## config.mk

```make
export PLATFORM = sky130hd
export DESIGN_NAME = uart_tx_fifo_flat
export DESIGN_NICKNAME = d
export VERILOG_FILES = /design/src/rtl/uart_tx_fifo_if.sv /design/src/rtl/uart_tx_fifo.sv /design/src/flat_wrapper.sv
export SDC_FILE = /design/constraint.sdc
export NUM_CORES = 1
export LEC_CHECK = 0
export ABC_AREA = 1
export BUFFER_PORTS_ARGS = -buffer_cell sky130_fd_sc_hd__buf_2
export CORE_UTILIZATION = 40
export DETAILED_ROUTE_END_ITERATION = 8
export GPL_ROUTABILITY_DRIVEN = 0
export HOLD_SLACK_MARGIN = 0.15
export PLACE_DENSITY_LB_ADDON = 0.3
export SKIP_CTS_REPAIR_TIMING = 1
export SKIP_LAST_GASP = 1
export SYNTH_ARGS = -nofsm -noshare
export SYNTH_HDL_FRONTEND = slang
export SYNTH_SLANG_ARGS = --single-unit
```

## constraint.sdc

```tcl
create_clock -name clk -period 2.45 [get_ports clk]
set_clock_uncertainty 0.2 [all_clocks]
set_input_delay 0.49 -clock clk [delete_from_list [all_inputs] [get_ports clk]]
set_output_delay 0.49 -clock clk [all_outputs]
set_load 0.01 [all_outputs]
```

## src/rtl/uart_tx_fifo_if.sv

```systemverilog
// Bundle between the system, the TX FIFO/launcher and the UART transmitter.
// The slave modport is the FIFO side; the master modport drives writes and the done tick.
interface uart_tx_fifo_if #(
  parameter int unsigned DBits    = 8,
  parameter int unsigned AddrBits = 4
);
  logic                wr_en;
  logic [DBits-1:0]    wr_data;
  logic                tx_done_tick;
  logic                tx_start;
  logic [DBits-1:0]    tx_data;
  logic                tx_busy;
  logic                full;
  logic                empty;
  logic [AddrBits:0]   count;
  logic                overflow;

  modport master (
    output wr_en, wr_data, tx_done_tick,
    input  tx_start, tx_data, tx_busy, full, empty, count, overflow
  );

  modport slave (
    input  wr_en, wr_data, tx_done_tick,
    output tx_start, tx_data, tx_busy, full, empty, count, overflow
  );
endinterface

```

## src/rtl/uart_tx_fifo.sv

```systemverilog
// Circular FIFO in front of a UART transmitter; launches one byte per start pulse
// and waits for the transmitter's done tick before launching the next.
module uart_tx_fifo #(
  parameter int unsigned DBits    = 8,
  parameter int unsigned AddrBits = 4
) (
  input logic           clk,
  input logic           areset,
  uart_tx_fifo_if.slave bus
);
  localparam int unsigned Depth = 2 ** AddrBits;
  localparam logic [AddrBits:0] FullCount = {1'b1, {AddrBits{1'b0}}};

  localparam logic [1:0] StIdle   = 2'd0;
  localparam logic [1:0] StLaunch = 2'd1;
  localparam logic [1:0] StWait   = 2'd2;

  logic [DBits-1:0]    mem [Depth];
  logic [AddrBits-1:0] wr_ptr_q, rd_ptr_q;
  logic [AddrBits:0]   count_q, count_d;
  logic [1:0]          state_q, state_d;
  logic                overflow_q;
  logic                full, empty, push, pop;

  assign full  = (count_q == FullCount);
  assign empty = (count_q == '0);
  assign push  = bus.wr_en & ~full;
  assign pop   = (state_q == StLaunch);

  always_comb begin
    count_d = count_q;
    unique case ({push, pop})
      2'b10:   count_d = count_q + 1'b1;
      2'b01:   count_d = count_q - 1'b1;
      default: count_d = count_q;
    endcase
  end

  always_comb begin
    state_d = StIdle;
    case (state_q)
      StIdle:   state_d = empty ? StIdle : StLaunch;
      StLaunch: state_d = StWait;
      StWait:   state_d = bus.tx_done_tick ? StIdle : StWait;
      default:  state_d = StIdle;
    endcase
  end

  always_ff @(posedge clk or negedge areset) begin
    if (!areset) begin
      wr_ptr_q   <= '0;
      rd_ptr_q   <= '0;
      count_q    <= '0;
      state_q    <= StIdle;
      overflow_q <= 1'b0;
    end else begin
      if (push) wr_ptr_q <= wr_ptr_q + 1'b1;
      if (pop)  rd_ptr_q <= rd_ptr_q + 1'b1;
      count_q    <= count_d;
      state_q    <= state_d;
      // A pop in the same cycle does not rescue a write into a full FIFO.
      overflow_q <= bus.wr_en & full;
    end
  end

  // Storage is intentionally not reset.
  always_ff @(posedge clk) begin
    if (push) mem[wr_ptr_q] <= bus.wr_data;
  end

  assign bus.tx_start = (state_q == StLaunch);
  assign bus.tx_busy  = (state_q == StLaunch) | (state_q == StWait);
  assign bus.tx_data  = mem[rd_ptr_q];
  assign bus.full     = full;
  assign bus.empty    = empty;
  assign bus.count    = count_q;
  assign bus.overflow = overflow_q;
endmodule

```

## src/flat_wrapper.sv

```systemverilog
// flat-port wrapper written by rule: the top's interface ports become plain ports
module uart_tx_fifo_flat 
#(
  parameter int unsigned DBits    = 8,
  parameter int unsigned AddrBits = 4
)
  (clk, areset, bus_wr_en, bus_wr_data, bus_tx_done_tick, bus_tx_start, bus_tx_data, bus_tx_busy, bus_full, bus_empty, bus_count, bus_overflow);
  uart_tx_fifo_if #(.DBits(DBits), .AddrBits(AddrBits)) bus_i ();
  input logic clk;
  input logic areset;
  input wire logic [$bits(bus_i.wr_en)-1:0] bus_wr_en;
  input wire logic [$bits(bus_i.wr_data)-1:0] bus_wr_data;
  input wire logic [$bits(bus_i.tx_done_tick)-1:0] bus_tx_done_tick;
  output wire logic [$bits(bus_i.tx_start)-1:0] bus_tx_start;
  output wire logic [$bits(bus_i.tx_data)-1:0] bus_tx_data;
  output wire logic [$bits(bus_i.tx_busy)-1:0] bus_tx_busy;
  output wire logic [$bits(bus_i.full)-1:0] bus_full;
  output wire logic [$bits(bus_i.empty)-1:0] bus_empty;
  output wire logic [$bits(bus_i.count)-1:0] bus_count;
  output wire logic [$bits(bus_i.overflow)-1:0] bus_overflow;
  assign bus_i.wr_en = bus_wr_en;
  assign bus_i.wr_data = bus_wr_data;
  assign bus_i.tx_done_tick = bus_tx_done_tick;
  assign bus_tx_start = bus_i.tx_start;
  assign bus_tx_data = bus_i.tx_data;
  assign bus_tx_busy = bus_i.tx_busy;
  assign bus_full = bus_i.full;
  assign bus_empty = bus_i.empty;
  assign bus_count = bus_i.count;
  assign bus_overflow = bus_i.overflow;
  uart_tx_fifo #(.DBits(DBits), .AddrBits(AddrBits)) u_core (.clk(clk), .areset(areset), .bus(bus_i));
endmodule
```

==> flow_summary.json, run 1 <==
{
  "grt_pass1_vias": 3961,
  "yosysMostFrequentCell": "edfxtp_1",
  "vdd_ir_drop_max_uv": 547,
  "seqCellArea_sq_um": 4250,
  "fp.coreArea_sq_um": 15100,
  "rows": 45,
  "synth.distinct_cells": 25,
  "hpwlAfterDp_microns": 9130,
  "slew_headroom_pct": 61.9,
  "syn-cell-area_sq_um": 6160,
  "clk_latency_ps": 420,
  "netlist_top_cells_count": "edfxtp_1 (128), nor2_1 (102), nand2_1 (62), nand3_1 (55), inv_1 (44)",
  "synth-seq-cells": 144,
  "finalMaxSlewViolations": 0,
  "setup_viol": 8,
  "die_area_sq_um": 15900,
  "yosysWarnings": 0,
  "boundaryPins": 30,
  "pwr-share-comb_pct": 36.2,
  "swShare_pct": 36.2,
  "synth-edff-count": 128,
  "tritoncts": "yes",
  "finalCritPeriodShare_pct": 103,
  "syn_nets": 560,
  "yosysTopAreaCellShare_pct": 62.4,
  "failed_checks": "negative setup slack",
  "drtAntennaViolNets": 0,
  "fill_cells": 1366,
  "htree_levels": 4,
  "fin_nets": 616,
  "pwr-share-seq_pct": 36.3,
  "drt-initial-drc-count": 417,
  "reg2reg_from": "u_core.bus.count[1]",
  "vias_per_cell": 5.15,
  "grt_max_degree": 48,
  "critPathMaxFanout": 47,
  "clk_pin_slew_ps": 60,
  "p_switching_mw": 3.20,
  "dieHeight_microns": 126,
  "leakage_nw": 2.82,
  "crit_start": "u_core.rd_ptr_q[0]",
  "cp.arrival_ps": 1840,
  "antenna_found_initial": 0,
  "power_density_nw_per_um2": 1220,
  "hold_start": "bus_wr_data[0]",
  "p_int_mw": 5.64,
  "tightest_slew_ps": 571,
  "synthCells": 536,
  "dieWidth_microns": 126,
  "cts_sinks": 144,
  "drc": 0,
  "async_flop_share_pct": 11.1,
  "cap_violations": 0,
  "wl_microns": 13800,
  "syn2layout_area_growth_pct": 18.0,
  "min_period_ps": 2530,
  "yosysTopAreaCell": "edfxtp_1",
  "routedWlPerCell_microns": 17.3,
  "multi_input_area_sq_um": 1610,
  "synthFlopType": "edfxtp_1",
  "track_usage_pct": 18.4,
  "fin_ws_ps": -83.9,
  "required_ps": 1760,
  "rsz0062_at_grt": "yes",
  "yosys-top-cells-area": "edfxtp_1 (62%), dfrtp_1 (6.5%), nor2_1 (6.2%)",
  "outcome": "finished with violations",
  "p_clk_share_pct": 27.4,
  "yosysSeqAreaShare_pct": 68.9,
  "dpl_worst_slack_ps": 95.1,
  "initial_core_util_pct": 40.7,
  "syn_area_per_cell_sq_um": 11.5,
  "start_kind": "flop",
  "num_antenna_cells": 0,
  "hold_class": "in -> reg",
  "hold_ws_ps": 291,
  "cts-root-buf": "clkbuf_16",
  "endpoint_kind": "primary output",
  "layout-drive-gt1-share_pct": 15.9,
  "firstDrtPassIters": 5,
  "cts_buffer_depth": 2,
  "hold_viol_final": 0,
  "grt_pass1_wl_microns": 21600,
  "cts_buffers": 17,
  "vias": 4082,
  "critPathKind": "reg -> out",
  "overflow": 0,
  "max_freq_mhz": 395,
  "io_buffers": 29,
  "post-route-util_pct": 48.0
}
## layout make-up
type                    count  area share (%)
clock buffers              20            6.01
repair buffers             61            5.97
clock inverters            12            1.64
flip-flops and latches    144            58.4
inverters                  49            2.63
well taps                 188            3.24
multi-input cells         319            22.1
## final timing paths
| kind | end | slack [ps] | depth (start not counted) |
|---|---|---|---|
| max | bus_tx_data[3] | -80 | 8 |
| min | u_core.mem[6][0] | 290 | 1 |
| max in group asynchronous | u_core.rd_ptr_q[0] | 1390 | 2 |
| min in group asynchronous | u_core.bus.overflow | 330 | 2 |
| min reg2reg | u_core.state_q[1] | 310 | 1 |
| max reg2reg | u_core.bus.count[4] | 240 | 14 |
## sequential cells by signal (all words and copies together), names as in the netlist
| signal | flops |
|---|---|
| u_core.state_q | 2 |
| u_core.bus.count | 5 |
| u_core.bus.overflow | 1 |
| u_core.rd_ptr_q | 4 |
| u_core.mem | 128 |
| u_core.wr_ptr_q | 4 |
## power by group through the flow
stage | Sequential, mW | Combinational (mW) | Clock [mW]
after floorplan | 3.21 | 2.18 | 0
after global placement | 3.23 | 3.10 | 0
after detailed placement | 3.25 | 3.16 | 0
after CTS | 3.20 | 3.18 | 2.47
after global routing | 3.25 | 3.58 | 2.57
final | 3.22 | 3.20 | 2.43
## cell families (layout without fill, tap and decap cells)
family	Yosys count	count (layout)	synth area share [%]
AND/OR/NAND/NOR	225	225	15.2
flip-flops	144	144	68.9
AO/OA/AOI/OAI	74	74	6.96
buffers and inverters	73	142	5.40
adder cells (fa/ha/maj)	12	12	2.44
XOR/XNOR	8	8	1.14
## routing by layer
layer  global-route usage [%]  vias to the layer above  routed length [microns]
met5                        0                        -                        0
met4                     7.87                        0                      296
met3                     4.12                       26                      676
met2                     30.0                      119                     6670
met1                     23.8                     1975                     6110
li1                         -                     1962                        -
## per-stage QoR
step	total power [mW]	TNS, ps	instances	area (sq um)
after floorplan	5.38	0	536	6160
after global placement	6.33	0	758	6650
after detailed placement	6.41	0	758	6650
after CTS	8.85	-1310	790	7210
after global routing	9.40	-1490	793	7270
final	8.85	-515	793	7270
## critical path, cell delays in order, from the launching register on
cell and delay [ps]:
dfrtp_2 440, buf_12 250, nor2_1 70, nor2_1 110, o21ai_1 80, nand3_1 80, nand3_1 150, nand2_1 110
buf_2 130
## layout by cell type, fill, tap and decap left out, drive strengths merged
cell type	count
nor2	104
edfxtp	128
nand2	63
nand3	55
o21ai	48
xor2	7
xnor2	1
clkinvlp	3
a21oi	2
inv	48
buf	58
clkinv	8
o22ai	1
dfrtp	16
nand4	2
clkbuf	20
nand3b	1
dlygate4sd3	3
o211ai	22
bufinv	2
ha	12
o21bai	1
Note: power is estimated with default switching activity, not from simulation.
==> run 2: changes to the inputs <==
CAP_MARGIN = 15   (was default)
PLACE_DENSITY = 0.67   (was default)
PLACE_DENSITY_LB_ADDON = default   (was 0.3)
==> run 2 against run 1 <==
The flow still finishes with violations (negative setup slack). Global-route usage is 0.057 points higher. Critical path depth stayed put. Wire length is 1.0% higher. Critical endpoint is now bus_tx_data[2]. Highest routed layer unchanged.
==> flow_summary.json, run 2 (synthesis results as in run 1) <==
{
  "clk_pin_slew_ps": 60,
  "total_power_mw": 9.12,
  "overflow": 0,
  "rsz0062_at_grt": "yes",
  "min_period_ps": 2630,
  "track_usage_pct": 18.5,
  "antenna_found_initial": 0,
  "firstDrtPassIters": 5,
  "p_clk_share_pct": 28.3,
  "pwr-share-comb_pct": 36.3,
  "routedWlPerCell_microns": 17.5,
  "p_int_mw": 5.82,
  "cts-root-buf": "clkbuf_16",
  "placed_cells": 754,
  "tritoncts": "yes",
  "regMostFlops": "u_core.mem",
  "rr_endpoint": "u_core.bus.count[4]",
  "rows": 45,
  "initial_core_util_pct": 40.7,
  "grt_pass1_vias": 4015,
  "dieHeight_microns": 126,
  "cts_sinks": 144,
  "drc": 0,
  "final_cell_mix": "edfxtp_1 (128), nor2_1 (102), nand2_1 (62)",
  "critPathMaxFanout": 12,
  "dpl_worst_slack_ps": 86.3,
  "crit_start": "u_core.rd_ptr_q[0]",
  "cap_violations": 0,
  "failed_checks": "negative setup slack",
  "outcome": "finished with violations",
  "endpoint_kind": "primary output",
  "htree_levels": 4,
  "pwr-share-seq_pct": 35.5,
  "fin_nets": 616,
  "wl_microns": 13900,
  "num_antenna_cells": 0,
  "setup_viol": 8,
  "drt-initial-drc-count": 398,
  "drtAntennaViolNets": 0,
  "hold_viol_final": 0,
  "power_density_nw_per_um2": 1240,
  "p_switching_mw": 3.30,
  "die_area_sq_um": 15900,
  "cts_buffers": 17,
  "required_ps": 1760,
  "finalMaxSlewViolations": 0,
  "clk_latency_ps": 420,
  "vias": 4155,
  "start_kind": "flop",
  "finalCritPeriodShare_pct": 107,
  "fp.coreArea_sq_um": 15100,
  "cts_buffer_depth": 2,
  "syn2layout_area_growth_pct": 19.1,
  "grt_pass1_wl_microns": 21700,
  "critPathKind": "reg -> out",
  "reg2reg_slack_ps": 240,
  "max_freq_mhz": 381,
  "finalInstanceArea_sq_um": 7340,
  "cp.arrival_ps": 1940,
  "hpwlAfterDp_microns": 8660,
  "critical_path.endpoint": "bus_tx_data[2]",
  "vias_per_cell": 5.24,
  "tightest_slew_ps": 585,
  "grt_max_degree": 48,
  "boundaryPins": 30,
  "largest_reg_flops": 128,
  "slew_headroom_pct": 61.0,
  "place_area_sq_um": 6620,
  "io_buffers": 29,
  "dieWidth_microns": 126,
  "reg2reg_from": "u_core.bus.count[1]",
  "hold_class": "in -> reg",
  "leakage_nw": 2.86,
  "vdd_ir_drop_max_uv": 724,
  "fin_ws_ps": -178,
  "fin_cells": 793,
  "post-route-util_pct": 48.5,
  "swShare_pct": 36.2,
  "final_common_cell": "edfxtp_1",
  "layout-drive-gt1-share_pct": 16.2,
  "rr_worst_depth": 14
}
[run 2: changes by cell type in the layout (fill, tap and decap cells not counted), moves of 2 or more]
cell,change
clkbuf_1,-3
clkinv_2,-2
clkinv_4,+2
clkbuf_16,+2
clkinv_1,+2
clkinvlp_4,-2
[run 2: worst min path at each step]
stage	from	depth (start not counted)	slack [ps]	end
after global routing	bus_wr_data[4]	1	280	u_core.mem[3][4]
final	bus_wr_data[0]	1	280	u_core.mem[3][0]
after global placement	areset	1	240	u_core.bus.count[0]
after detailed placement	areset	1	230	u_core.bus.count[0]
after floorplan	areset	0	-6	u_core.bus.count[0]
after CTS	areset	1	-210	u_core.bus.count[3]
[run 2: stage by stage]
| step | hold slack [ps] | TNS, ps |
|---|---|---|
| global placement | 235 | 0 |
| detailed placement | 233 | 0 |
| global route | 280 | -1910 |
| CTS | -212 | -1600 |
| floorplan | -5.59 | 0 |
| finish | 275 | -1160 |
[run 2: worst max-delay path: stages (launching register included)]
cell     delay (ps)
dfrtp_4         540
buf_4           200
nor2_1          110
nor2_1           60
o21ai_0         110
nand3_1         160
nand3_2         130
nand2_1          70
buf_2           140
[run 2: per-layer routing]
metal	wire (microns)	track usage, %	vias to the layer above
met3	986	4.16	24
met1	5930	24.5	1983
li1	-	-	1964
met5	0	0	-
met4	342	9.21	0
met2	6630	28.7	184
[run 2: area by class of cell]
class	instances	area, sq um
fillers	1310	7810
clock buffers	17	425
clock inverters	15	166
inverters	49	186
repair buffers	61	465
flip-flops and latches	144	4250
multi-input cells	319	1610
well taps	188	235
[run 2: power by group through the flow]
stage	sequential [mW]	clock, mW	combinational (mW)
2_1_floorplan	3.21	0	2.18
3_3_place_gp	3.27	0	3.01
3_5_place_dp	3.29	0	3.09
4_1_cts	3.24	2.62	3.11
5_1_grt	3.27	2.70	3.64
6_report	3.23	2.58	3.31
==> run 3: changes to the inputs <==
CORE_MARGIN = 4   (was default)
==> run 3 against run 2 <==
The flow still finishes with violations (negative setup slack). Clock power decreased by 7%. Hold slack better by 14 ps. Sequential share of layout area up 0.35 points. Combinational power fell by 2%. Cell count decreased by 0.38%. Fmax up 2.0%. Total power down 2.7%. First-iteration DRC count shrank 0.25%. Global-route usage is 2.8 points lower. Flip-flop and latch count unchanged.
==> flow_summary.json, run 3 (synthesis results as in run 1) <==
{
  "syn2layout_area_growth_pct": 18.4,
  "fp.coreArea_sq_um": 15100,
  "wl_microns": 13300,
  "critPathMaxFanout": 31,
  "cts_buffers": 17,
  "antenna_found_initial": 0,
  "grt_pass1_vias": 3916,
  "power_density_nw_per_um2": 1220,
  "drt-initial-drc-count": 397,
  "drtAntennaViolNets": 0,
  "tritoncts": "yes",
  "initial_core_util_pct": 40.7,
  "start_kind": "flop",
  "failed_checks": "negative setup slack",
  "max_freq_mhz": 388,
  "fin_nets": 615,
  "min_period_ps": 2580,
  "final_cell_mix": "edfxtp_1 (128), nor2_1 (102), nand2_1 (62)",
  "grt_max_degree": 56,
  "setup_viol": 8,
  "fin_ws_ps": -127,
  "vias": 4061,
  "drc": 0,
  "cp.arrival_ps": 1890,
  "dieHeight_microns": 132,
  "tightest_slew_ps": 533,
  "routedWlPerCell_microns": 16.8,
  "cts_buffer_depth": 2,
  "overflow": 0,
  "num_antenna_cells": 0,
  "reg2reg_slack_ps": 220,
  "vdd_ir_drop_max_uv": 556,
  "grt_pass1_wl_microns": 21300,
  "finalMaxSlewViolations": 0,
  "clk_pin_slew_ps": 60,
  "final_common_cell": "edfxtp_1",
  "hold_class": "in -> reg",
  "leakage_nw": 2.83,
  "firstDrtPassIters": 5,
  "dpl_worst_slack_ps": 132,
  "finalCritPeriodShare_pct": 105,
  "vias_per_cell": 5.14,
  "rows": 45,
  "slew_headroom_pct": 64.4,
  "cap_violations": 0,
  "cts_sinks": 144,
  "required_ps": 1760,
  "track_usage_pct": 15.7,
  "hold_viol_final": 0,
  "htree_levels": 4,
  "endpoint_kind": "primary output",
  "largest_reg_flops": 128,
  "die_area_sq_um": 17500,
  "clk_latency_ps": 410,
  "total_power_mw": 8.87,
  "cts-root-buf": "clkbuf_16",
  "fill_cells": 1337,
  "hpwlAfterDp_microns": 8470,
  "io_buffers": 29,
  "dieWidth_microns": 132,
  "regMostFlops": "u_core.mem",
  "hold_ws_ps": 289,
  "critPathKind": "reg -> out",
  "fin_cells": 790,
  "layout-drive-gt1-share_pct": 16.4,
  "boundaryPins": 30,
  "rsz0062_at_grt": "yes",
  "outcome": "finished with violations",
  "placed_cells": 754
}
-- run 3: cell types whose count changed in the layout (fill, tap and decap cells not counted), sizes merged --
| cell | delta |
|---|---|
| clkinv | -1 |
| clkbuf | -1 |
| clkinvlp | +2 |
| inv | -2 |
| bufinv | -1 |
-- run 3: per-layer routing --
metal	routed length (microns)	share of wire (%)	track usage [%]
met4	235	1.8	5.48
met1	6030	45	22.0
met5	0	0	0
met3	849	6.4	3.85
met2	6180	46	24.0
-- run 3: area by class of cell --
| type | instances | area (sq um) | area share, % |
|---|---|---|---|
| clock inverters | 13 | 124 | 1.70 |
| clock buffers | 17 | 425 | 5.83 |
| multi-input cells | 319 | 1620 | 22.2 |
| well taps | 188 | 235 | 3.22 |
| flip-flops and latches | 144 | 4250 | 58.2 |
| inverters | 49 | 189 | 2.59 |
| repair buffers | 60 | 458 | 6.28 |
-- run 3: stage by stage --
step	setup TNS [ps]	cell area (sq um)	utilization, %
after floorplan	0	6160	-
after global placement	0	6630	43.8
after detailed placement	0	6630	43.8
after CTS	-1450	7180	47.4
after global routing	-1760	7300	48.2
final	-788	7300	48.2
-- run 3: power by group --
part	leakage, nW	switching, mW	total, mW	internal [mW]
combinational	1.21	2.03	3.24	1.21
clock	0.265	0.931	2.40	1.47
sequential	1.35	0.215	3.23	3.02
total	2.83	3.18	8.87	5.70
-- run 3: worst paths after layout --
kind | startpoint | cells after the start | endpoint
min in group asynchronous | areset | 2 | u_core.bus.count[1]
max | u_core.rd_ptr_q[0] | 6 | bus_tx_data[3]
min | bus_wr_data[0] | 1 | u_core.mem[2][0]
max in group asynchronous | areset | 2 | u_core.rd_ptr_q[0]
min reg2reg | u_core.state_q[1] | 1 | u_core.state_q[1]
max reg2reg | u_core.bus.count[2] | 14 | u_core.bus.count[4]
-- run 3: worst max-delay path: stages (launching register included) --
cell and delay, ps:
dfrtp_4 550, buf_12 190, o211ai_1 240, nand3_1 110, nand3_1 120, nand2_1 100
buf_2 150
